### config.mk
export PLATFORM = sky130hd
export DESIGN_NAME = trc_ctrl
export DESIGN_NICKNAME = d
export VERILOG_FILES = /design/src/rtl/trc_pkg.sv /design/src/rtl/trc_timer.sv /design/src/rtl/trc_ctrl.sv
export SDC_FILE = /design/constraint.sdc
export NUM_CORES = 1
export LEC_CHECK = 0
export CORE_MARGIN = 4
export CORE_UTILIZATION = 55
export DETAILED_ROUTE_END_ITERATION = 7
export HOLD_SLACK_MARGIN = 0.15
export PLACE_DENSITY = 0.79
export SYNTH_ARGS = -nofsm -noshare
export SYNTH_HDL_FRONTEND = slang
export SYNTH_SLANG_ARGS = --single-unit
### constraint.sdc
create_clock -name clk -period 3.38 [get_ports clk]
set_input_delay 0.676 -clock clk [delete_from_list [all_inputs] [get_ports clk]]
set_output_delay 0.676 -clock clk [all_outputs]
set_load 0.05 [all_outputs]
### src/rtl/trc_pkg.sv
// Shared types for the tram run/door sequencer: state encoding and status display codes.
package trc_pkg;

  typedef enum logic [3:0] {
    StIdle,
    StStart,
    StRun,
    StOpening,
    StDwell,
    StClosing,
    StClosed,
    StErrOpen,
    StErrClose,
    StFault
  } trc_state_e;

  localparam logic [3:0] StatusGoToWork    = 4'd0;
  localparam logic [3:0] StatusStopWork    = 4'd1;
  localparam logic [3:0] StatusGoToSt      = 4'd2;
  localparam logic [3:0] StatusWait        = 4'd3;
  localparam logic [3:0] StatusDrsIsOpen   = 4'd4;
  localparam logic [3:0] StatusDrsCntOpen  = 4'd5;
  localparam logic [3:0] StatusDrsIsClose  = 4'd6;
  localparam logic [3:0] StatusDrsCntClose = 4'd7;
  localparam logic [3:0] StatusSmthWrong   = 4'd8;

  function automatic logic [3:0] state_status(input trc_state_e state);
    logic [3:0] code;
    code = StatusStopWork;
    unique case (state)
      StIdle:     code = StatusStopWork;
      StStart:    code = StatusGoToWork;
      StRun:      code = StatusGoToSt;
      StOpening:  code = StatusWait;
      StDwell:    code = StatusDrsIsOpen;
      StClosing:  code = StatusWait;
      StClosed:   code = StatusDrsIsClose;
      StErrOpen:  code = StatusDrsCntOpen;
      StErrClose: code = StatusDrsCntClose;
      StFault:    code = StatusSmthWrong;
      default:    code = StatusStopWork;
    endcase
    return code;
  endfunction

endpackage

### src/rtl/trc_timer.sv
// Shared state timer: saturating up-counter with a per-state terminal-count compare.
module trc_timer
  import trc_pkg::*;
#(
  parameter int unsigned DOOR_TIMEOUT = 16,
  parameter int unsigned DWELL_CYCLES = 64,
  parameter int unsigned HOLD_CYCLES  = 8
) (
  input  logic       clk,
  input  logic       rst_n,
  input  logic       clear,
  input  logic       enable,
  input  trc_state_e state,
  output logic       done
);

  localparam int unsigned MaxDoorDwell = (DOOR_TIMEOUT > DWELL_CYCLES) ? DOOR_TIMEOUT
                                                                      : DWELL_CYCLES;
  localparam int unsigned MaxCycles    = (MaxDoorDwell > HOLD_CYCLES) ? MaxDoorDwell
                                                                      : HOLD_CYCLES;
  localparam int unsigned Width        = $clog2(MaxCycles) + 1;

  logic [Width-1:0] count_q;
  logic [Width-1:0] limit;
  logic             limit_vld;

  // Terminal count is N-1 so the exit edge lands after exactly N cycles in the state.
  always_comb begin
    limit     = '0;
    limit_vld = 1'b0;
    unique case (state)
      StStart, StOpening, StClosing: begin
        limit     = Width'(DOOR_TIMEOUT - 1);
        limit_vld = 1'b1;
      end
      StDwell: begin
        limit     = Width'(DWELL_CYCLES - 1);
        limit_vld = 1'b1;
      end
      StClosed: begin
        limit     = Width'(HOLD_CYCLES - 1);
        limit_vld = 1'b1;
      end
      default: begin
        limit     = '0;
        limit_vld = 1'b0;
      end
    endcase
  end

  always_ff @(posedge clk or negedge rst_n) begin
    if (!rst_n) begin
      count_q <= '0;
    end else if (clear) begin
      count_q <= '0;
    end else if (enable && (count_q != '1)) begin
      count_q <= count_q + 1'b1;
    end
  end

  assign done = limit_vld && (count_q == limit);

endmodule

### src/rtl/trc_ctrl.sv
// Moore run/door sequencer for the tram: traction, door commands and status display code.
// Optional door retry support is enabled by defining TRC_RETRY_EN.
module trc_ctrl
  import trc_pkg::*;
#(
  parameter int unsigned DOOR_TIMEOUT = 16,
  parameter int unsigned DWELL_CYCLES = 64,
  parameter int unsigned HOLD_CYCLES  = 8
`ifdef TRC_RETRY_EN
  ,
  parameter int unsigned RETRY_MAX    = 2
`endif
) (
  input  logic       clk,
  input  logic       rst_n,
  input  logic       start,
  input  logic       stop,
  input  logic       at_station,
  input  logic       door_open_sns,
  input  logic       door_closed_sns,
  input  logic       fault,
  input  logic       ack,
  output logic [3:0] status,
  output logic       motor_en,
  output logic       door_open_cmd,
  output logic       door_close_cmd
);

  trc_state_e state_q, state_d;
  logic       at_prev_q;
  logic       stop_pend_q;
  logic       timer_done;
  logic       retry;
  logic       retry_ok;
  logic       gap;
  logic       at_edge;
  logic       state_change;

  assign at_edge      = at_station & ~at_prev_q;
  assign state_change = (state_d != state_q);

  trc_timer #(
    .DOOR_TIMEOUT(DOOR_TIMEOUT),
    .DWELL_CYCLES(DWELL_CYCLES),
    .HOLD_CYCLES (HOLD_CYCLES)
  ) u_timer (
    .clk   (clk),
    .rst_n (rst_n),
    .clear (state_change | retry),
    .enable(~gap),
    .state (state_q),
    .done  (timer_done)
  );

`ifdef TRC_RETRY_EN
  localparam int unsigned RetryW = (RETRY_MAX < 1) ? 1 : $clog2(RETRY_MAX + 1);

  logic [RetryW-1:0] retry_cnt_q;
  logic              gap_q;

  assign retry_ok = (32'(retry_cnt_q) < RETRY_MAX);
  assign gap      = gap_q;

  // gap_q drops the door command for the single cycle after a retry.
  always_ff @(posedge clk or negedge rst_n) begin
    if (!rst_n) begin
      retry_cnt_q <= '0;
      gap_q       <= 1'b0;
    end else begin
      gap_q <= retry;
      if (state_change && (state_d inside {StDwell, StClosed, StRun, StIdle})) begin
        retry_cnt_q <= '0;
      end else if (retry) begin
        retry_cnt_q <= retry_cnt_q + 1'b1;
      end
    end
  end
`else
  assign retry_ok = 1'b0;
  assign gap      = 1'b0;
`endif

  always_ff @(posedge clk or negedge rst_n) begin
    if (!rst_n) begin
      state_q <= StIdle;
    end else begin
      state_q <= state_d;
    end
  end

  // at_prev resets high so a level already present at reset is not seen as an arrival.
  always_ff @(posedge clk or negedge rst_n) begin
    if (!rst_n) begin
      at_prev_q   <= 1'b1;
      stop_pend_q <= 1'b0;
    end else begin
      at_prev_q <= at_station;
      if (state_change && (state_d == StIdle)) begin
        stop_pend_q <= 1'b0;
      end else if (stop && (state_q != StIdle)) begin
        stop_pend_q <= 1'b1;
      end
    end
  end

  always_comb begin
    state_d = state_q;
    retry   = 1'b0;
    if (fault) begin
      state_d = StFault;
    end else if ((state_q != StIdle) && door_open_sns && door_closed_sns) begin
      state_d = StFault;
    end else begin
      unique case (state_q)
        StIdle:     if (start) state_d = StStart;
        StStart: begin
          if (door_closed_sns)  state_d = StRun;
          else if (timer_done)  state_d = StErrClose;
        end
        StRun:      if (at_edge) state_d = StOpening;
        StOpening: begin
          if (door_open_sns) begin
            state_d = StDwell;
          end else if (timer_done) begin
            if (retry_ok) retry   = 1'b1;
            else          state_d = StErrOpen;
          end
        end
        StDwell:    if (timer_done) state_d = StClosing;
        StClosing: begin
          if (door_closed_sns) begin
            state_d = StClosed;
          end else if (timer_done) begin
            if (retry_ok) retry   = 1'b1;
            else          state_d = StErrClose;
          end
        end
        StClosed:   if (timer_done) state_d = stop_pend_q ? StIdle : StRun;
        StErrOpen:  if (ack) state_d = StRun;
        StErrClose: if (door_closed_sns) state_d = StClosed;
        StFault:    if (ack) state_d = StIdle;
        default:    state_d = StIdle;
      endcase
    end
  end

  always_comb begin
    status         = state_status(state_q);
    motor_en       = 1'b0;
    door_open_cmd  = 1'b0;
    door_close_cmd = 1'b0;
    unique case (state_q)
      StRun:                                 motor_en       = 1'b1;
      StOpening, StDwell:                    door_open_cmd  = ~gap;
      StStart, StClosing, StClosed, StErrClose: door_close_cmd = ~gap;
      default: begin
        motor_en       = 1'b0;
        door_open_cmd  = 1'b0;
        door_close_cmd = 1'b0;
      end
    endcase
  end

endmodule

# [Word level (Yosys, flattened, before mapping)]
# Memory sizes are Yosys's and may differ from the RTL's.
# Cells that the tools add are included.
[word_totals] reg_bits=13 romBits=64 inputBits=9 output_inout_bits=7 wordCells=59 n_memories=1
[op_classes] n_addsub=1 eq_ne=12 mux=25 n_bitwise=2 reduce_logical=14
[mem_list] memory="(name not given)" words=16 width=4 read_ports=1 rd_ports_with_merged_regs=0 wr=0 line_no="trc_pkg.sv:30" text="unique case (state)"
[ops] operator="two-way mux 4 bit" count=14
[ops] operator="case mux 4 bit (10 select lines)" count=1
[ops] operator="case mux 6 bit (3 select lines)" count=1
[ops] operator="== test 4 x 3 -> 1 bit, second input constant" count=4
[ops] operator="two-way mux 7 bit" count=2
[ops] operator="== test 4 x 2 -> 1 bit, second input constant" count=2
[ops] operator="== test 4 bit, second input constant" count=2
[ops] operator="logical NOT 4 bit" count=2
[ops] operator="adder 7 x 1 -> 7 bit, second input constant" count=1
[ops] operator="== test 7 x 6 -> 1 bit" count=1
[ops] operator="inequality test 7 bit, second input constant" count=1
[ops] operator="two-way mux 1 bit" count=6
[ops] operator="logical AND 1 bit" count=5
[ops] operator="OR reduction 5 bit" count=1
[ops] operator="== test 4 x 1 -> 1 bit, second input constant" count=1
[ops] operator="inequality test 4 bit" count=1
[ops] operator="nonzero test 2 bit" count=2
[ops] operator="nonzero test 4 bit" count=1
[ops] operator="OR reduction 4 bit" count=1
[ops] operator="OR reduction 3 bit" count=1
[ops] operator="two-way mux 2 bit" count=1
[ops] operator="OR reduction 2 bit" count=1
[ops] operator="AND 1 bit" count=1
[ops] operator="NOT 1 bit" count=1

# [Longest topological paths before layout]
# Gate-level depths: netlist of the first run.
[logic_depth] word_depth=13 mapped_depth=10 depth_no_buf=9

# [Cells and area by module]
# Synthesis of the first run repeated with hierarchy kept, for this count alone.
[unflattened] cells_unflattened=151 hier_area_um2=1276.2
[by_module_without_submodules] module="trc_ctrl" n_inst=1 cells_each=107 area_per_inst_um2=837.1 seq_area_each_um2=151.4
[by_module_without_submodules] module="trc_timer" n_inst=1 cells_each=44 area_per_inst_um2=439.2 seq_area_each_um2=175.2

# [Worst setup path before layout of the first run]
# OpenSTA, ideal clock, no wires.
[synth_path] path_type="flip-flop to output port" from="register state_q[1]" to="output port status[2]" arrival_ns=2.023 required_ns=2.704 slack_ns=0.681 path_stages_with_launch=5 n_path_buf=1 path_cell_list="dfrtp_1 -> inv_1 -> ha_1 -> buf_6 -> o31ai_1"
[synth_between] elab_chain_len=1
[synth_rtl] element="start, declared" line_no="trc_ctrl.sv:29" text="trc_state_e state_q, state_d;"
[synth_rtl] element="start signal, assigned" line_no="trc_ctrl.sv:85" text="state_q <= StIdle;"
[synth_rtl] element="start signal, assigned" line_no="trc_ctrl.sv:87" text="state_q <= state_d;"
[synth_rtl] element="memory read (16 x 4 bit)"
[synth_rtl] element="end, declared" line_no="trc_ctrl.sv:23" text="output logic [3:0] status,"
# No other way between the ends.

# [Worst setup path in the final report of the first run]
[layout_path] from="register state_q[0]" to="output port door_open_cmd"
[layout_between] elab_chain_len=3 elab_cells_between_ends=4 cone_classes="eq/ne: 2; mux: 1; reduce/logical: 1"
[layout_rtl] element="== test 4 x 2 -> 1 bit / == test 4 x 3 -> 1 bit (equally long branches)" line_no="trc_ctrl.sv:152" text="unique case (state_q)"
[layout_rtl] element="OR reduction 2 bit *" line_no="trc_ctrl.sv:152"
[layout_rtl] element="two-way mux 1 bit *" line_no="trc_ctrl.sv:152"
[layout_rtl] element="end, declared" line_no="trc_ctrl.sv:25" text="output logic door_open_cmd,"
# Mark *: on every way between the ends. The rest lies on a longest branch, timed or not.

==> metrics.md, run 1 <==
| Metric | Value |
|---|---|
| Post-route ant nets | 0 |
| Initial antenna violation count | 0 |
| Rows | 17 |
| Cell family with most CP delay | buffers and inverters |
| Maximum vdd ir drop | 0.000370 V |
| Switching Power | around 0.24 mW |
| WS Path Type | flip-flop to output pin |
| Warnings from Yosys | 0 |
| DRC Markers | 0 |
| Multi-input logic area | 882 um2 |
| 1st-pass router iterations | 4 |
| Post-synth EDFFs | 0 |
| GRT Resource Usage Total | 0.226 |
| DP Area | ~1400 um2 |
| WL/cell | 18.1 um |
| Area share of the largest cell type after synthesis | 0.227 |
| Largest net degree at the start of global routing | 22 |
| CP peak stage delay | 0.80 ns |
| Dpl cells | 191 |
| Final slew viol count | 0 |
| Die W | 57.0 um |
| Root Driver | clkbuf_4 |
| HP Class | flip-flop to flip-flop |
| Share of power burned in the clock network | 0.172 |
| PD cells | between 300 and 400 nW/um2 |
| Num CTS Buffers | 3 |
| Vias in the first global route | ~1,300 |
| Cts hold-fix bufs | 0 |
| CP max FO | 9 |
| Setup bufs post-CTS | 0 |
| Area Growth Syn to Fin | 11.3% |
| Yosys reg bits | 13 |
| Status | completed |
| Crit end category | output pin |
| GRT overflow | 0 |
| CTS Buffer Depth | 2 |
| Top-count cell post-synth | dfrtp_1 |
| Minimum clock period | 3.30 ns |
| Worst-skew pair later-pin latency | 0.28 ns |
| Req. time, crit path | 2.70 ns |
| Final Non-Filler Cells | slightly below 200 |
| CTS tree | done |
| Pint | 0.326 mW |
| Global-route wire length before repair | ~5900 um |
| Final Setup Violations | 0 |
| LEAKAGE | 0.577 nW |
| I/O Buffers | 15 |
| Die Span Y | 57.0 um |
| Post-route cell area | between 1000 and 1500 um2 |
| Core Area | 2250 um2 |
| Critical path's slowest cell | clkdlybuf4s50_1 |
| Relative slew slack | 0.494 |
| Final wirelength | 3520 um |
| Worst Path Arrival | 2.62 ns |
| Syn Area/Cell | 8.64 um2 |
| Sequential share of power | 0.359 |
| Routed via count | 1,270 |
| Cell variety after synth | 57 |
| Sw Share | 0.427 |
| Most area-hungry cell type in the Yosys netlist | dfrtp_1 |
| Syn nets | approximately 170 |
| Unrepaired setup endpoints after global routing | no |
| Share of cells above drive strength 1 | 0.174 |
| Reg area | 327 um2 |
| N_diodes | 0 |
| Combinational share of power | 0.469 |
| Setup TNS | 0 ns |
| # Max-Cap Violations | 0 |
| Placer Congestion | around 0.9 |
| Maximum clock rate | 303 MHz |
| Die footprint | 3250 um2 |
| CP startpoint kind | flip-flop |
| IO Pins | 16 |
| Ys async rst share | 1.00 |
| Mapped Cells | between 150 and 200 |
| Seq/Total Area, Yosys | 0.247 |
| Final Cycle Share | 0.976 |
| Synth Flop Type | dfrtp_1 |
| Number of fill cells | 197 |
| DP Wirelength | 2660 um |
| Post-CTS sizing | 0 |
| DR iter-0 viols | 87 |
| Htree depth | 1 |
| CTS sink cnt | 13 |
| Syn Std Cell Area | ~1300 um2 |
| Actual slew at the worst max-slew pin | between 0.7 and 0.8 ns |
| Fin nets | between 150 and 200 |
| Starting Density | 0.586 |
| Clk slew on worst S/H paths | 0.08 ns |
| Via/cell ratio | between 6 and 7 |
| Buf/Inv on CP | 1 |
| Synth area leaders | dfrtp_1, ha_1, a21oi_1 |
| Fin. Hold Viols | 0 |
| Worst-case clock skew | 0.00436 ns |
| Synth cell count leaders | dfrtp_1, nand2_1, nor2_1 |
| CP cell instances | ha_1, or3b_2, nand2_1, clkdlybuf4s50_1 |
| Final core occ | 0.652 |
-- power groups by stage --
| stage | clock (mW) | sequential (mW) | combinational, mW |
|---|---|---|---|
| floorplan | 0 | 0.193 | 0.202 |
| global placement | 0 | 0.203 | 0.257 |
| detailed placement | 0 | 0.206 | 0.262 |
| CTS | 0.100 | 0.203 | 0.264 |
| global route | 0.107 | 0.206 | 0.284 |
| finish | 0.0977 | 0.204 | 0.267 |
-- path summary, 6_finish.rpt --
kind                             start                  to  slack (ns)  depth (start not counted)
setup / recovery            state_q[0]       door_open_cmd        0.08                          4
hold / removal             stop_pend_q         stop_pend_q        0.59                          2
setup reg to reg            state_q[0]         stop_pend_q        0.26                          9
hold reg to reg            stop_pend_q         stop_pend_q        0.59                          2
max in group asynchronous        rst_n           at_prev_q        2.25                          1
min in group asynchronous        rst_n  u_timer.count_q[5]        0.75                          1
-- worst min-delay path, delay by kind of cell (launching register included) --
kind            cells  cell delay (ns)
flops               1             0.36
compound gates      2             0.19
-- placed cells by master, fill, tap and decap left out, types with 2 or more instances in the layout --
master	netlist	final
a211oi_1	4	4
a21oi_1	10	10
a31oi_1	2	2
and2_1	3	3
and2b_2	4	4
and3_1	2	2
buf_4	2	2
clkbuf_4	0	3
clkdlybuf4s50_1	0	15
dfrtp_1	12	12
ha_1	5	5
inv_1	9	9
mux2i_1	2	2
nand2_1	11	11
nand2b_1	2	2
nand3_1	7	7
nand4_1	2	2
nand4b_1	2	2
nor2_1	11	11
nor2b_1	2	2
nor3_1	7	7
o21a_1	2	2
o21ai_0	8	8
o21bai_1	2	2
or2_2	2	2
xnor2_1	4	4
-- sequential cells by signal, summed over array words and instances (netlist names) --
| register | cells |
|---|---|
| state_q | 4 |
| at_prev_q | 1 |
| u_timer.count_q | 7 |
| stop_pend_q | 1 |
-- final cells by class --
type	instances	share of cell area
inverters	9	0.0230
clock inverters	1	0.00340
repair buffers	17	0.112
well taps	28	0.0238
clock buffers	3	0.0153
flip-flops and latches	13	0.222
multi-input cells	124	0.600
-- per-layer routing --
metal	global-route usage	vias to the layer above	share of wire
li1	-	603	-
met1	0.304	596	0.43
met2	0.352	65	0.47
met3	0.0475	6	0.084
met4	0.0927	0	0.012
met5	0	-	0
-- stage by stage --
| stage | power (mW) | hold WS (ns) | setup WS [ns] |
|---|---|---|---|
| after floorplan | 0.395 | 0.380 | 0.681 |
| after global placement | 0.459 | 0.556 | 0.259 |
| after detailed placement | 0.469 | 0.568 | 0.288 |
| after CTS | 0.567 | 0.587 | 0.108 |
| after global routing | 0.597 | 0.623 | 0.00291 |
| final | 0.569 | 0.585 | 0.0825 |
-- cell families after synthesis --
kind of cell	after synthesis	synth area share
buffers and inverters	16	0.0852
AO/OA/AOI/OAI	49	0.305
flip-flops	13	0.247
XOR/XNOR	5	0.0331
adder cells (fa/ha/maj)	5	0.0473
multiplexers	2	0.0152
AND/OR/NAND/NOR	63	0.267
Note: power is estimated with default switching activity, not from simulation.
==> inputs of run 2 (changes only) <==
Settings changed: CTS_BUF_LIST set to sky130_fd_sc_hd__clkbuf_16.
==> metrics.md, run 2 (synthesis results as in run 1) <==
| Metric | Value |
|---|---|
| Cts hold-fix bufs | 0 (unchanged) |
| Post-CTS sizing | 0 (unchanged) |
| WL/cell | 18.4 um (was 18.1 um) |
| Final worst slack | 0.136 ns (was 0.0825 ns) |
| CTS sink cnt | 13 (unchanged) |
| Vias in the first global route | 1,270 (was 1,271) |
| Clk slew on worst S/H paths | 0.04 ns (was 0.08 ns) |
| Most common cell after layout, fill and taps aside | clkdlybuf4s50_1 (unchanged) |
| Global route hottest layer | met2 (unchanged) |
| DRC Markers | 0 (unchanged) |
| Largest register FFs | 7 (unchanged) |
| Worst-skew pair later-pin latency | 0.24 ns (was 0.28 ns) |
| PD cells | 453 nW/um2 (was 387 nW/um2) |
| DP Wirelength | 2660 um (unchanged) |
| Status | completed (unchanged) |
| DP Area | 1440 um2 (unchanged) |
| CTS Buffer Depth | 2 (unchanged) |
| WS Path Type | flip-flop to output pin (unchanged) |
| Actual slew at the worst max-slew pin | 0.788 ns (was 0.752 ns) |
| N_diodes | 0 (unchanged) |
| CTS tree | done (unchanged) |
| Rows | 17 (unchanged) |
| Die footprint | 3250 um2 (unchanged) |
| Share of cells above drive strength 1 | 0.174 (unchanged) |
| Cell family with most CP delay | buffers and inverters (unchanged) |
| Htree depth | 1 (unchanged) |
| Dpl cells | 191 (unchanged) |
| Final Setup Violations | 0 (unchanged) |
| Reg with most FFs | u_timer.count_q (unchanged) |
| Initial antenna violation count | 0 (unchanged) |
| Minimum clock period | 3.24 ns (was 3.30 ns) |
| Final wirelength | 3590 um (was 3520 um) |
| Relative slew slack | 0.470 (was 0.494) |
| GRT overflow | 0 (unchanged) |
| Critical path's slowest cell | clkdlybuf4s50_1 (unchanged) |
| CP startpoint kind | flip-flop (unchanged) |
| Req. time, crit path | 2.70 ns (about the same) |
| Die Span Y | 57.0 um (unchanged) |
| Unrepaired setup endpoints after global routing | no (unchanged) |
| LEAKAGE | 0.600 nW (was 0.577 nW) |
| Routed via count | 1,260 (was 1,270) |
| # Max-Cap Violations | 0 (unchanged) |
| IO Pins | 16 (unchanged) |
| GRT Resource Usage Total | 0.232 (was 0.226) |
| 1st-pass router iterations | 5 (was 4) |
| HP Class | flip-flop to flip-flop (unchanged) |
| Fin. Hold Viols | 0 (unchanged) |
| M1 GR Usage | 0.310 (was 0.304) |
| Final core occ | 0.675 (was 0.652) |
| Root Driver | clkbuf_16 (was clkbuf_4) |
| Final Non-Filler Cells | 195 (unchanged) |
| Regs by FF count | u_timer.count_q: 7 flops, state_q: 4 flops (unchanged) |
| Via/cell ratio | 6.46 (was 6.51) |
| Worst Path Arrival | 2.57 ns (was 2.62 ns) |
| Setup bufs post-CTS | 0 (unchanged) |
| Post-route ant nets | 0 (unchanged) |
| I/O Buffers | 15 (unchanged) |
| Num CTS Buffers | 3 (unchanged) |
| Die W | 57.0 um (unchanged) |
| Most frequent cells in the layout | clkdlybuf4s50_1, dfrtp_1, nand2_1, nor2_1, a21oi_1 (unchanged) |
| Core Area | 2250 um2 (unchanged) |
| Setup TNS | 0 ns (unchanged) |
| DP Worst Slack | 0.288 ns (unchanged) |
| DR iter-0 viols | 92 (was 87) |
| Maximum vdd ir drop | 0.000644 V (was 0.000370 V) |
| Starting Density | 0.586 (unchanged) |
| CP cell instances | ha_1, or3b_2, nand2_1, clkdlybuf4s50_1 (unchanged) |
| Grt met2 use | 0.372 (was 0.352) |
| Largest net degree at the start of global routing | 22 (unchanged) |
| CP max FO | 9 (unchanged) |
| Fin nets | 182 (unchanged) |
| Final slew viol count | 0 (unchanged) |
| Area Growth Syn to Fin | 15.2% (was 11.3%) |
| Post-route cell area | 1520 um2 (was 1470 um2) |
| Final Cycle Share | 0.960 (was 0.976) |
| Buf/Inv on CP | 1 (unchanged) |
| Overall Power | 0.690 mW (was 0.569 mW) |
| Placer Congestion | 0.927 (unchanged) |
| Global-route wire length before repair | 6040 um (was 5930 um) |
| Maximum clock rate | 308 MHz (was 303 MHz) |
| Crit end category | output pin (unchanged) |
| Number of fill cells | 188 (was 197) |
| CP peak stage delay | 0.80 ns (about the same) |
| Worst-case clock skew | 0.00105 ns (was 0.00436 ns) |
| Met3 Use GR | 0.0566 (was 0.0475) |
| Hold Slack | 0.575 ns (was 0.585 ns) |
run 2: cell counts in the layout (fill, tap and decap cells not counted):
No cell type changed its count.
run 2: path summary, 6_finish.rpt:
kind | slack [ns] | cells past startpoint | start | to
min | 0.57 | 2 | stop_pend_q | stop_pend_q
min in group asynchronous | 0.81 | 1 | rst_n | u_timer.count_q[5]
max in group asynchronous | 2.20 | 1 | rst_n | at_prev_q
max reg2reg | 0.24 | 10 | state_q[0] | u_timer.count_q[3]
max | 0.14 | 4 | state_q[0] | door_open_cmd
min reg2reg | 0.57 | 2 | stop_pend_q | stop_pend_q
run 2: worst register-to-register path, cell delays in order (launching register included):
cell and delay, ns:
dfrtp_1 0.55, inv_1 0.13, ha_1 0.32, buf_4 0.20, nor4_1 0.69, a21oi_1 0.13
nand2_1 0.15, a41o_2 0.12, a31oi_2 0.06, xnor2_1 0.50, nor3_1 0.15
run 2: per-layer routing:
| metal | part of all wire | vias to the layer above |
|---|---|---|
| met3 | 0.094 | 9 |
| met4 | 0.016 | 0 |
| met1 | 0.41 | 581 |
| met5 | 0 | - |
| met2 | 0.48 | 68 |
| li1 | - | 602 |
run 2: layout make-up:
class	instances	area, um2	share of cell area
Clock inverter	1	5.00	0.00329
Tap cell	28	35.0	0.0230
Timing Repair Buffer	17	165	0.108
Multi-Input combinational cell	124	882	0.579
Clock buffer	3	75.1	0.0493
Inverter	9	33.8	0.0222
Sequential cell	13	327	0.214
run 2: report_power, final:
part	internal (mW)	switching (mW)	total [mW]	leakage, nW
logic	0.108	0.159	0.267	0.395
clock network	0.157	0.0612	0.218	0.0409
registers	0.175	0.0301	0.205	0.164
total	0.440	0.251	0.690	0.600
==> inputs of run 3 (changes only) <==
Settings changed: CORE_MARGIN 4 to 1, PLACE_DENSITY 0.79 to not set, PLACE_DENSITY_LB_ADDON set to 0.2.
==> metrics.md, run 3 (synthesis results as in run 1) <==
| Metric | Value |
|---|---|
| Maximum vdd ir drop | 0.000648 V (was 0.000644 V) |
| Worst Path Arrival | 2.44 ns (was 2.57 ns) |
| Cts hold-fix bufs | 0 (unchanged) |
| Worst-case clock skew | 0.00393 ns (was 0.00105 ns) |
| Final Setup Violations | 0 (unchanged) |
| Switching Power | 0.243 mW (was 0.251 mW) |
| DR iter-0 viols | 67 (was 92) |
| Crit end category | output pin (unchanged) |
| Reg with most FFs | u_timer.count_q (unchanged) |
| Setup bufs post-CTS | 0 (unchanged) |
| Final slew viol count | 0 (unchanged) |
| Core Area | 2230 um2 (was 2250 um2) |
| Placer Congestion | 0.924 (was 0.927) |
| Root Driver | clkbuf_16 (unchanged) |
| Req. time, crit path | 2.70 ns (about the same) |
| Combinational share of power | 0.385 (was 0.387) |
| Htree depth | 1 (unchanged) |
| R2R Setup Slk | 0.39 ns (was 0.24 ns) |
| Regs by FF count | u_timer.count_q: 7 flops, state_q: 4 flops (unchanged) |
| Most frequent cells in the layout | clkdlybuf4s50_1, dfrtp_1, nand2_1, nor2_1 (was clkdlybuf4s50_1, dfrtp_1, nand2_1, nor2_1, a21oi_1) |
| Die Span Y | 51.0 um (was 57.0 um) |
| CTS tree | done (unchanged) |
| Routed via count | 1,253 (was 1,260) |
| 1st-pass router iterations | 4 (was 5) |
| Most common cell after layout, fill and taps aside | clkdlybuf4s50_1 (unchanged) |
| PD cells | 445 nW/um2 (was 453 nW/um2) |
| Global-route wire length before repair | 5350 um (was 6040 um) |
| Post-CTS sizing | 0 (unchanged) |
| Area Growth Syn to Fin | 15.7% (was 15.2%) |
| Minimum clock period | 3.11 ns (was 3.24 ns) |
| N_diodes | 0 (unchanged) |
| Status | completed (unchanged) |
| Reg2Reg Depth | 9 (was 10) |
| Initial antenna violation count | 0 (unchanged) |
| Die footprint | 2600 um2 (was 3250 um2) |
| Overall Power | 0.681 mW (was 0.690 mW) |
| # Max-Cap Violations | 0 (unchanged) |
| Fin. Hold Viols | 0 (unchanged) |
| IO Pins | 16 (unchanged) |
| CP max FO | 9 (unchanged) |
| Final Cycle Share | 0.921 (was 0.960) |
| Largest net degree at the start of global routing | 22 (unchanged) |
| Post-route ant nets | 0 (unchanged) |
| Setup TNS | 0 ns (unchanged) |
| DRC Markers | 0 (unchanged) |
| Die W | 51.0 um (was 57.0 um) |
| Hold EP | stop_pend_q (unchanged) |
| Share of cells above drive strength 1 | 0.173 (was 0.174) |
| Worst-skew pair later-pin latency | 0.24 ns (about the same) |
| Pint | 0.438 mW (was 0.440 mW) |
| Unrepaired setup endpoints after global routing | no (unchanged) |
| CTS sink cnt | 13 (unchanged) |
| CP startpoint kind | flip-flop (unchanged) |
| Vias in the first global route | 1,116 (was 1,270) |
| Rows | 17 (unchanged) |
| GRT overflow | 0 (unchanged) |
| LEAKAGE | 0.607 nW (was 0.600 nW) |
| Share of power burned in the clock network | 0.318 (was 0.316) |
| Hold_sp | stop_pend_q (unchanged) |
| Final wirelength | 3290 um (was 3590 um) |
| Largest register FFs | 7 (unchanged) |
| Sw Share | 0.357 (was 0.363) |
| Relative slew slack | 0.577 (was 0.470) |
| Via/cell ratio | 6.39 (was 6.46) |
| Maximum clock rate | 321 MHz (was 308 MHz) |
| WHS Path Cells | 2 (unchanged) |
| CTS Buffer Depth | 2 (unchanged) |
| Actual slew at the worst max-slew pin | 0.635 ns (was 0.788 ns) |
| Reg2reg start | state_q[1] (was state_q[0]) |
| DP Wirelength | 2470 um (was 2660 um) |
| Fin nets | 183 (was 182) |
| WL/cell | 16.8 um (was 18.4 um) |
| Num CTS Buffers | 3 (unchanged) |
| Sequential share of power | 0.297 (about the same) |
| HP Class | flip-flop to flip-flop (unchanged) |
| Starting Density | 0.592 (was 0.586) |
| I/O Buffers | 15 (unchanged) |
| WS Path Type | flip-flop to output pin (unchanged) |
| Worst R2R End | u_timer.count_q[1] (was u_timer.count_q[3]) |
| Clk slew on worst S/H paths | 0.04 ns (about the same) |
| GRT Resource Usage Total | 0.274 (was 0.232) |
-- run 3: cell count changes in the layout (fill, tap and decap cells not counted) --
cell      change
buf_4         +1
clkinv_2      -1
inv_1         +1
-- run 3: area by class of cell --
class / instances / area, um2
clock inverters: 1 / 3.75
multi-input cells: 124 / 882
fillers: 179 / 704
well taps: 28 / 35.0
clock buffers: 3 / 75.1
repair buffers: 18 / 173
inverters: 9 / 33.8
flip-flops and latches: 13 / 327
-- run 3: routing by layer --
metal  global-route usage  vias up  routed length, um
met5                    0        -                  0
met4               0.0185        0                 27
met3               0.0446        7                242
met2                0.430       62               1500
met1                0.406      589               1520
li1                     -      595                  -
-- run 3: how the worst max path moves through the flow --
stage	slack [ns]	start	end	cells past startpoint
2_1_floorplan	0.68	state_q[1]	status[2]	4
3_3_place_gp	0.46	door_closed_sns	stop_pend_q	8
3_5_place_dp	0.42	door_closed_sns	stop_pend_q	8
4_1_cts	0.30	state_q[0]	door_open_cmd	5
5_1_grt	0.18	state_q[0]	door_open_cmd	5
6_report	0.27	state_q[0]	door_open_cmd	5
-- run 3: per-stage QoR --
step / cells / cell area (um2) / utilization / worst slack, ns / hold slack, ns
final: 196 / 1530 / 0.685 / 0.266 / 0.568
after global routing: 196 / 1530 / 0.685 / 0.180 / 0.619
after CTS: 196 / 1530 / 0.685 / 0.302 / 0.566
after detailed placement: 192 / 1450 / 0.649 / 0.418 / 0.555
after global placement: 192 / 1450 / 0.649 / 0.463 / 0.549
after floorplan: 153 / 1320 / - / 0.681 / 0.380
-- run 3: worst max-delay path, cell delays in order (launching register included) --
cell and delay (ns):
dfrtp_1 0.49, inv_1 0.13, ha_1 0.37, nand3b_1 0.26, nand2_1 0.14, clkdlybuf4s50_1 0.80
-- run 3: power groups by stage --
stage	sequential, mW	clock (mW)	combinational [mW]
detailed placement	0.204	0	0.259
global route	0.206	0.226	0.283
finish	0.202	0.216	0.262
floorplan	0.193	0	0.202
global placement	0.202	0	0.253
CTS	0.202	0.218	0.260
==> RTL edit 1: new RTL, flow settings as in run 1 <==
The option `TRC_RETRY_EN` is turned on by a define.
--- a/src/rtl/trc_ctrl.sv
+++ b/src/rtl/trc_ctrl.sv
@@ -1,4 +1,6 @@
 // Moore run/door sequencer for the tram: traction, door commands and status display code.
 // Optional door retry support is enabled by defining TRC_RETRY_EN.
+`define TRC_RETRY_EN
+
 module trc_ctrl
   import trc_pkg::*;
Check against the original RTL: no difference found for any inputs over 10 cycles, from zero or initial values and one cycle with rst_n low; that may be too few to reach the edited logic, so the function may still have changed.
==> RTL edit 1 against run 1 <==
  * Area after synthesis rose by 13%
  * Power increased by 33%
  * Sequential share of layout area rose by 0.35 points
  * Wire length increased by 12%
  * Sequential cell count grew 3
  * Critical endpoint is now stop_pend_q$_DFFE_PN0P_
  * Setup slack improved by 150 ps
  * Hold slack worse by 36 ps
  * Core utilization rose by 5.4 points
  * Largest cell class unchanged
  * Die area rose by 11%
  * Clock power up 26%
  * Cell area rose by 21%
  * Non-clock buffer count increased by 7
  * Clock skew down 1.7 ps
==> RTL edit 1: results (changes against run 1) <==
- Result of the run: complete, no violations
- Number of global-route vias before repair: 1377 (+8.3%)
- Leading post-synthesis cells by instance count: 22 x nor2_1, 15 x dfrtp_1, 14 x a21oi_1, 11 x o21ai_0, 10 x nand2_1
- Global routing usage summed across all routing layers: 0.238 (+0.0122)
- Share of post-route cells with drive strength above 1: 0.146 (-0.0272)
- Cell family with the largest share of critical-path delay: compound AO/OA/AOI/OAI gates
- Synthesized area per cell: 8.46 um2 (-2.0%)
- Worst IR drop on VDD: 0.000333 V (-10%)
- Logic pwr share: 0.509 (+0.040)
- Post-placement cell area: 0.00173 mm2 (+20%)
- DRC violation total after the first TritonRoute iteration: 108 (+24%)
- Share of synthesized area spent on multiplexers: 0.0202 (+0.00502)
- Top post-synthesis cells by area: dfrtp_1 25%, nor2_1 5.5%, a21oi_1 4.7%, ha_1 4.2%, o21ai_0 3.7%
- Worst slack at placement: 151 ps (-137 ps)
- Routed length on met3: 256 um (-13%)
- Final wirelength: 3930 um (+12%)
- Largest net degree at the start of global routing: 18 (-18%)
- NumNets Final: 213 (+17%)
- Post-Route Skew: 2.63 ps (-1.72 ps)
- Most instantiated library cell after synthesis: nor2_1
- Routability congestion estimate: 0.967 (+4.3%)
- Met1 track demand over resource: 0.330 (+0.0257)
- Net Sw Frac: 0.430 (+0.00320)
- Leakage power of the design: 0.000693 uW (+20%)
- Net count after synthesis: 190 (+14%)
- Standard cell with the maximum stage delay on the critical path: a2111oi_1
- Slew at the pin closest to its max-slew limit: 676 ps (-75.9 ps)
- Adder-cell share of the synthesized area: 0.0420 (-0.00533)
- Total of fill cells in the finished design: 202 (+2.5%)
- Per-cell via count in the routed design: 6.45 (-1.0%)
- Global-route wire length before repair: 6500 um (+9.7%)
- Cell count after placement: 224 (+17%)
- Num CTS Buffers: 3 (unchanged)
- Synthesized-area fraction occupied by ao, oa, aoi and oai cells: 0.292 (-0.0125)
- Largest fanout on the critical path: 8 (-1)
- Crit path DAT: 3300 ps (+680 ps)
- Fraction of synthesized cell area in xor and xnor cells: 0.0353 (+0.00215)
- Biggest regs: u_timer.count_q: 7 flops, state_q: 4 flops, retry_cnt_q: 2 flops
- Detailed-routed wire length on met2: 1850 um (+11%)
- Number of distinct standard cells referenced by the synthesized netlist: 58 (+1.8%)
- M3 GR Usage: 0.0518 (+0.00432)
- Dpl hpwl: 3020 um (+14%)
- Global-route met2 utilization: 0.369 (+0.0165)
- Register area share after synthesis: 0.270 (+0.0226)
- Routed via count: 1470 (+16%)
- Clock distribution power: 123 uW (+26%)
- Met1 routed wirelength after detailed routing: 1770 um (+16%)
- Biggest cell delay along the critical path: 530 ps (-270 ps)
- Buffer cell driving the clock tree root: clkbuf_4
- Logic depth of the worst register-to-register path: 10 (+1)
- Classification of the worst-slack hold path: reg2reg
- Sw Pwr: 324 uW (+34%)
==> RTL edit 1: area by class of cell <==
class | count | area, um2 | share of cell area
multi-input combinational | 150 | 1070 | 0.599
clock buffer | 4 | 36.3 | 0.0204
sequential | 16 | 402 | 0.226
tap | 30 | 37.5 | 0.0211
timing repair buffer | 24 | 223 | 0.125
inverter | 4 | 15.0 | 0.00843
==> RTL edit 1: path summary, 6_finish.rpt <==
kind                                       startpoint                             end  slack (ps)
max reg2reg                      state_q[0]$_DFF_PN0_         stop_pend_q$_DFFE_PN0P_         240
min in group asynchronous                       rst_n  u_timer.count_q[1]$_DFFE_PN0P_         800
min                        retry_cnt_q[0]$_DFFE_PN0P_      retry_cnt_q[1]$_DFFE_PN0P_         550
max                              state_q[0]$_DFF_PN0_         stop_pend_q$_DFFE_PN0P_         240
min reg2reg                retry_cnt_q[0]$_DFFE_PN0P_      retry_cnt_q[1]$_DFFE_PN0P_         550
max in group asynchronous                       rst_n            state_q[2]$_DFF_PN0_        2150
==> RTL edit 2: new RTL, flow settings as in run 1 <==
Made on the original files. Encoding of `trc_state_e`: now one-hot (10 bits for 10 states).
--- a/src/rtl/trc_pkg.sv
+++ b/src/rtl/trc_pkg.sv
@@ -2,15 +2,15 @@
 package trc_pkg;
 
-  typedef enum logic [3:0] {
-    StIdle,
-    StStart,
-    StRun,
-    StOpening,
-    StDwell,
-    StClosing,
-    StClosed,
-    StErrOpen,
-    StErrClose,
-    StFault
+  typedef enum logic [9:0] {
+    StIdle     = 10'b0000000001,
+    StStart    = 10'b0000000010,
+    StRun      = 10'b0000000100,
+    StOpening  = 10'b0000001000,
+    StDwell    = 10'b0000010000,
+    StClosing  = 10'b0000100000,
+    StClosed   = 10'b0001000000,
+    StErrOpen  = 10'b0010000000,
+    StErrClose = 10'b0100000000,
+    StFault    = 10'b1000000000
   } trc_state_e;
 
Function: same outputs for any inputs over 10 cycles, from zero or initial values and one cycle with rst_n low; not proved beyond that.
==> RTL edit 2 against run 1 <==
  * Sequential cell count increased by 6
  * Largest cell class unchanged
  * Power increased by 0.23%
  * Wire length increased by 56%
  * Sequential power increased by 31%
  * Cell area increased by 38%
  * Setup slack improved by 110 ps
  * Area after synthesis increased by 32%
  * Sequential share of layout area increased by 1.4 points
==> RTL edit 2: results (changes against run 1) <==
- Result of the run: complete, no violations
- Routability congestion estimate: 1.06 (+14%)
- Global-route met2 utilization: 0.448 (+0.0954)
- Post-Route Skew: 2.97 ps (-1.39 ps)
- Met1 routed wirelength after detailed routing: 2130 um (+40%)
- Register area share after synthesis: 0.275 (+0.0277)
- Routed length on met3: 609 um (+110%)
- Global-route wire length before repair: 8800 um (+48%)
- M3 GR Usage: 0.0281 (-0.0194)
- Slew at the pin closest to its max-slew limit: 856 ps (+104 ps)
- Worst slack at placement: 368 ps (+79.6 ps)
- Crit path DAT: 2510 ps (-110 ps)
- DRC violation total after the first TritonRoute iteration: 322 (+270%)
- Largest net degree at the start of global routing: 20 (-9.1%)
- Worst IR drop on VDD: 0.000245 V (-34%)
- Synthesized area per cell: 8.28 um2 (-4.1%)
- Logic depth of the worst register-to-register path: 7 (-2)
- Clock latency at the later pin of the worst-skew pair: 310 ps (+30 ps)
- Met1 track demand over resource: 0.362 (+0.0577)
- NumNets Final: 239 (+31%)
- Length of the first detailed-routing pass in iterations: 7 (+3)
- Cell count after placement: 268 (+40%)
- Leakage power of the design: 0.000846 uW (+47%)
- Top post-synthesis cells by area: dfrtp_1 24%, nor2_1 4.3%, nor3_2 4.0%, o21ai_0 3.7%, a21oi_1 3.2%
- Global routing usage summed across all routing layers: 0.277 (+0.0507)
- Share of post-route cells with drive strength above 1: 0.189 (+0.0149)
- Post-placement cell area: 0.00200 mm2 (+39%)
- Sw Pwr: 207 uW (-15%)
- Final wirelength: 5510 um (+56%)
- Per-cell via count in the routed design: 7.07 (+8.6%)
- Dpl hpwl: 4030 um (+52%)
- Biggest regs: state_q: 10 flops, u_timer.count_q: 7 flops
- Number of global-route vias before repair: 1787 (+41%)
- Standard cell with the maximum stage delay on the critical path: or4_1
- Cell family with the largest share of critical-path delay: simple AND/OR/NAND/NOR gates
- Number of distinct standard cells referenced by the synthesized netlist: 54 (-5.3%)
- Detailed-routed wire length on met2: 2490 um (+50%)
- Clk pin slew, worst setup/hold paths: 110 ps (+30 ps)
- Biggest cell delay along the critical path: 650 ps (-150 ps)
RTL edit 2: power by group through the flow:
| stage | sequential, uW | clock, uW | combinational, uW |
|---|---|---|---|
| floorplan | 259 | 0 | 126 |
| global placement | 269 | 0 | 172 |
| detailed placement | 270 | 0 | 178 |
| CTS | 265 | 123 | 179 |
| global route | 269 | 135 | 195 |
| finish | 267 | 120 | 183 |
RTL edit 2: worst paths after layout:
kind | startpoint | to | slack (ps)
hold reg to reg | stop_pend_q$_DFFE_PN0P_ | stop_pend_q$_DFFE_PN0P_ | 570
hold / removal | stop_pend_q$_DFFE_PN0P_ | stop_pend_q$_DFFE_PN0P_ | 570
setup / recovery | state_q[7]$_DFF_PN0_ | status[0] | 190
setup reg to reg | state_q[7]$_DFF_PN0_ | u_timer.count_q[3]$_DFFE_PN0P_ | 370
min in group asynchronous | rst_n | u_timer.count_q[5]$_DFFE_PN0P_ | 840
max in group asynchronous | rst_n | u_timer.count_q[0]$_DFFE_PN0P_ | 2020
RTL edit 2: final cells by class:
| cell class | instances | area [um2] |
|---|---|---|
| Fill cell | 245 | 1000 |
| Timing Repair Buffer | 28 | 283 |
| Multi-Input combinational cell | 170 | 1160 |
| Inverter | 7 | 26.3 |
| Tap cell | 44 | 55.1 |
| Sequential cell | 19 | 478 |
| Clock buffer | 4 | 26.3 |
RTL edit 2: kinds of logic after synthesis:
| family | Yosys count | synth area share |
|---|---|---|
| flops | 19 | 0.275 |
| compound gates | 52 | 0.214 |
| mux | 3 | 0.0173 |
| xor+xnor | 9 | 0.0561 |
| simple gates | 105 | 0.371 |
| buf+inv | 21 | 0.0597 |
| fa+ha+maj | 1 | 0.00719 |
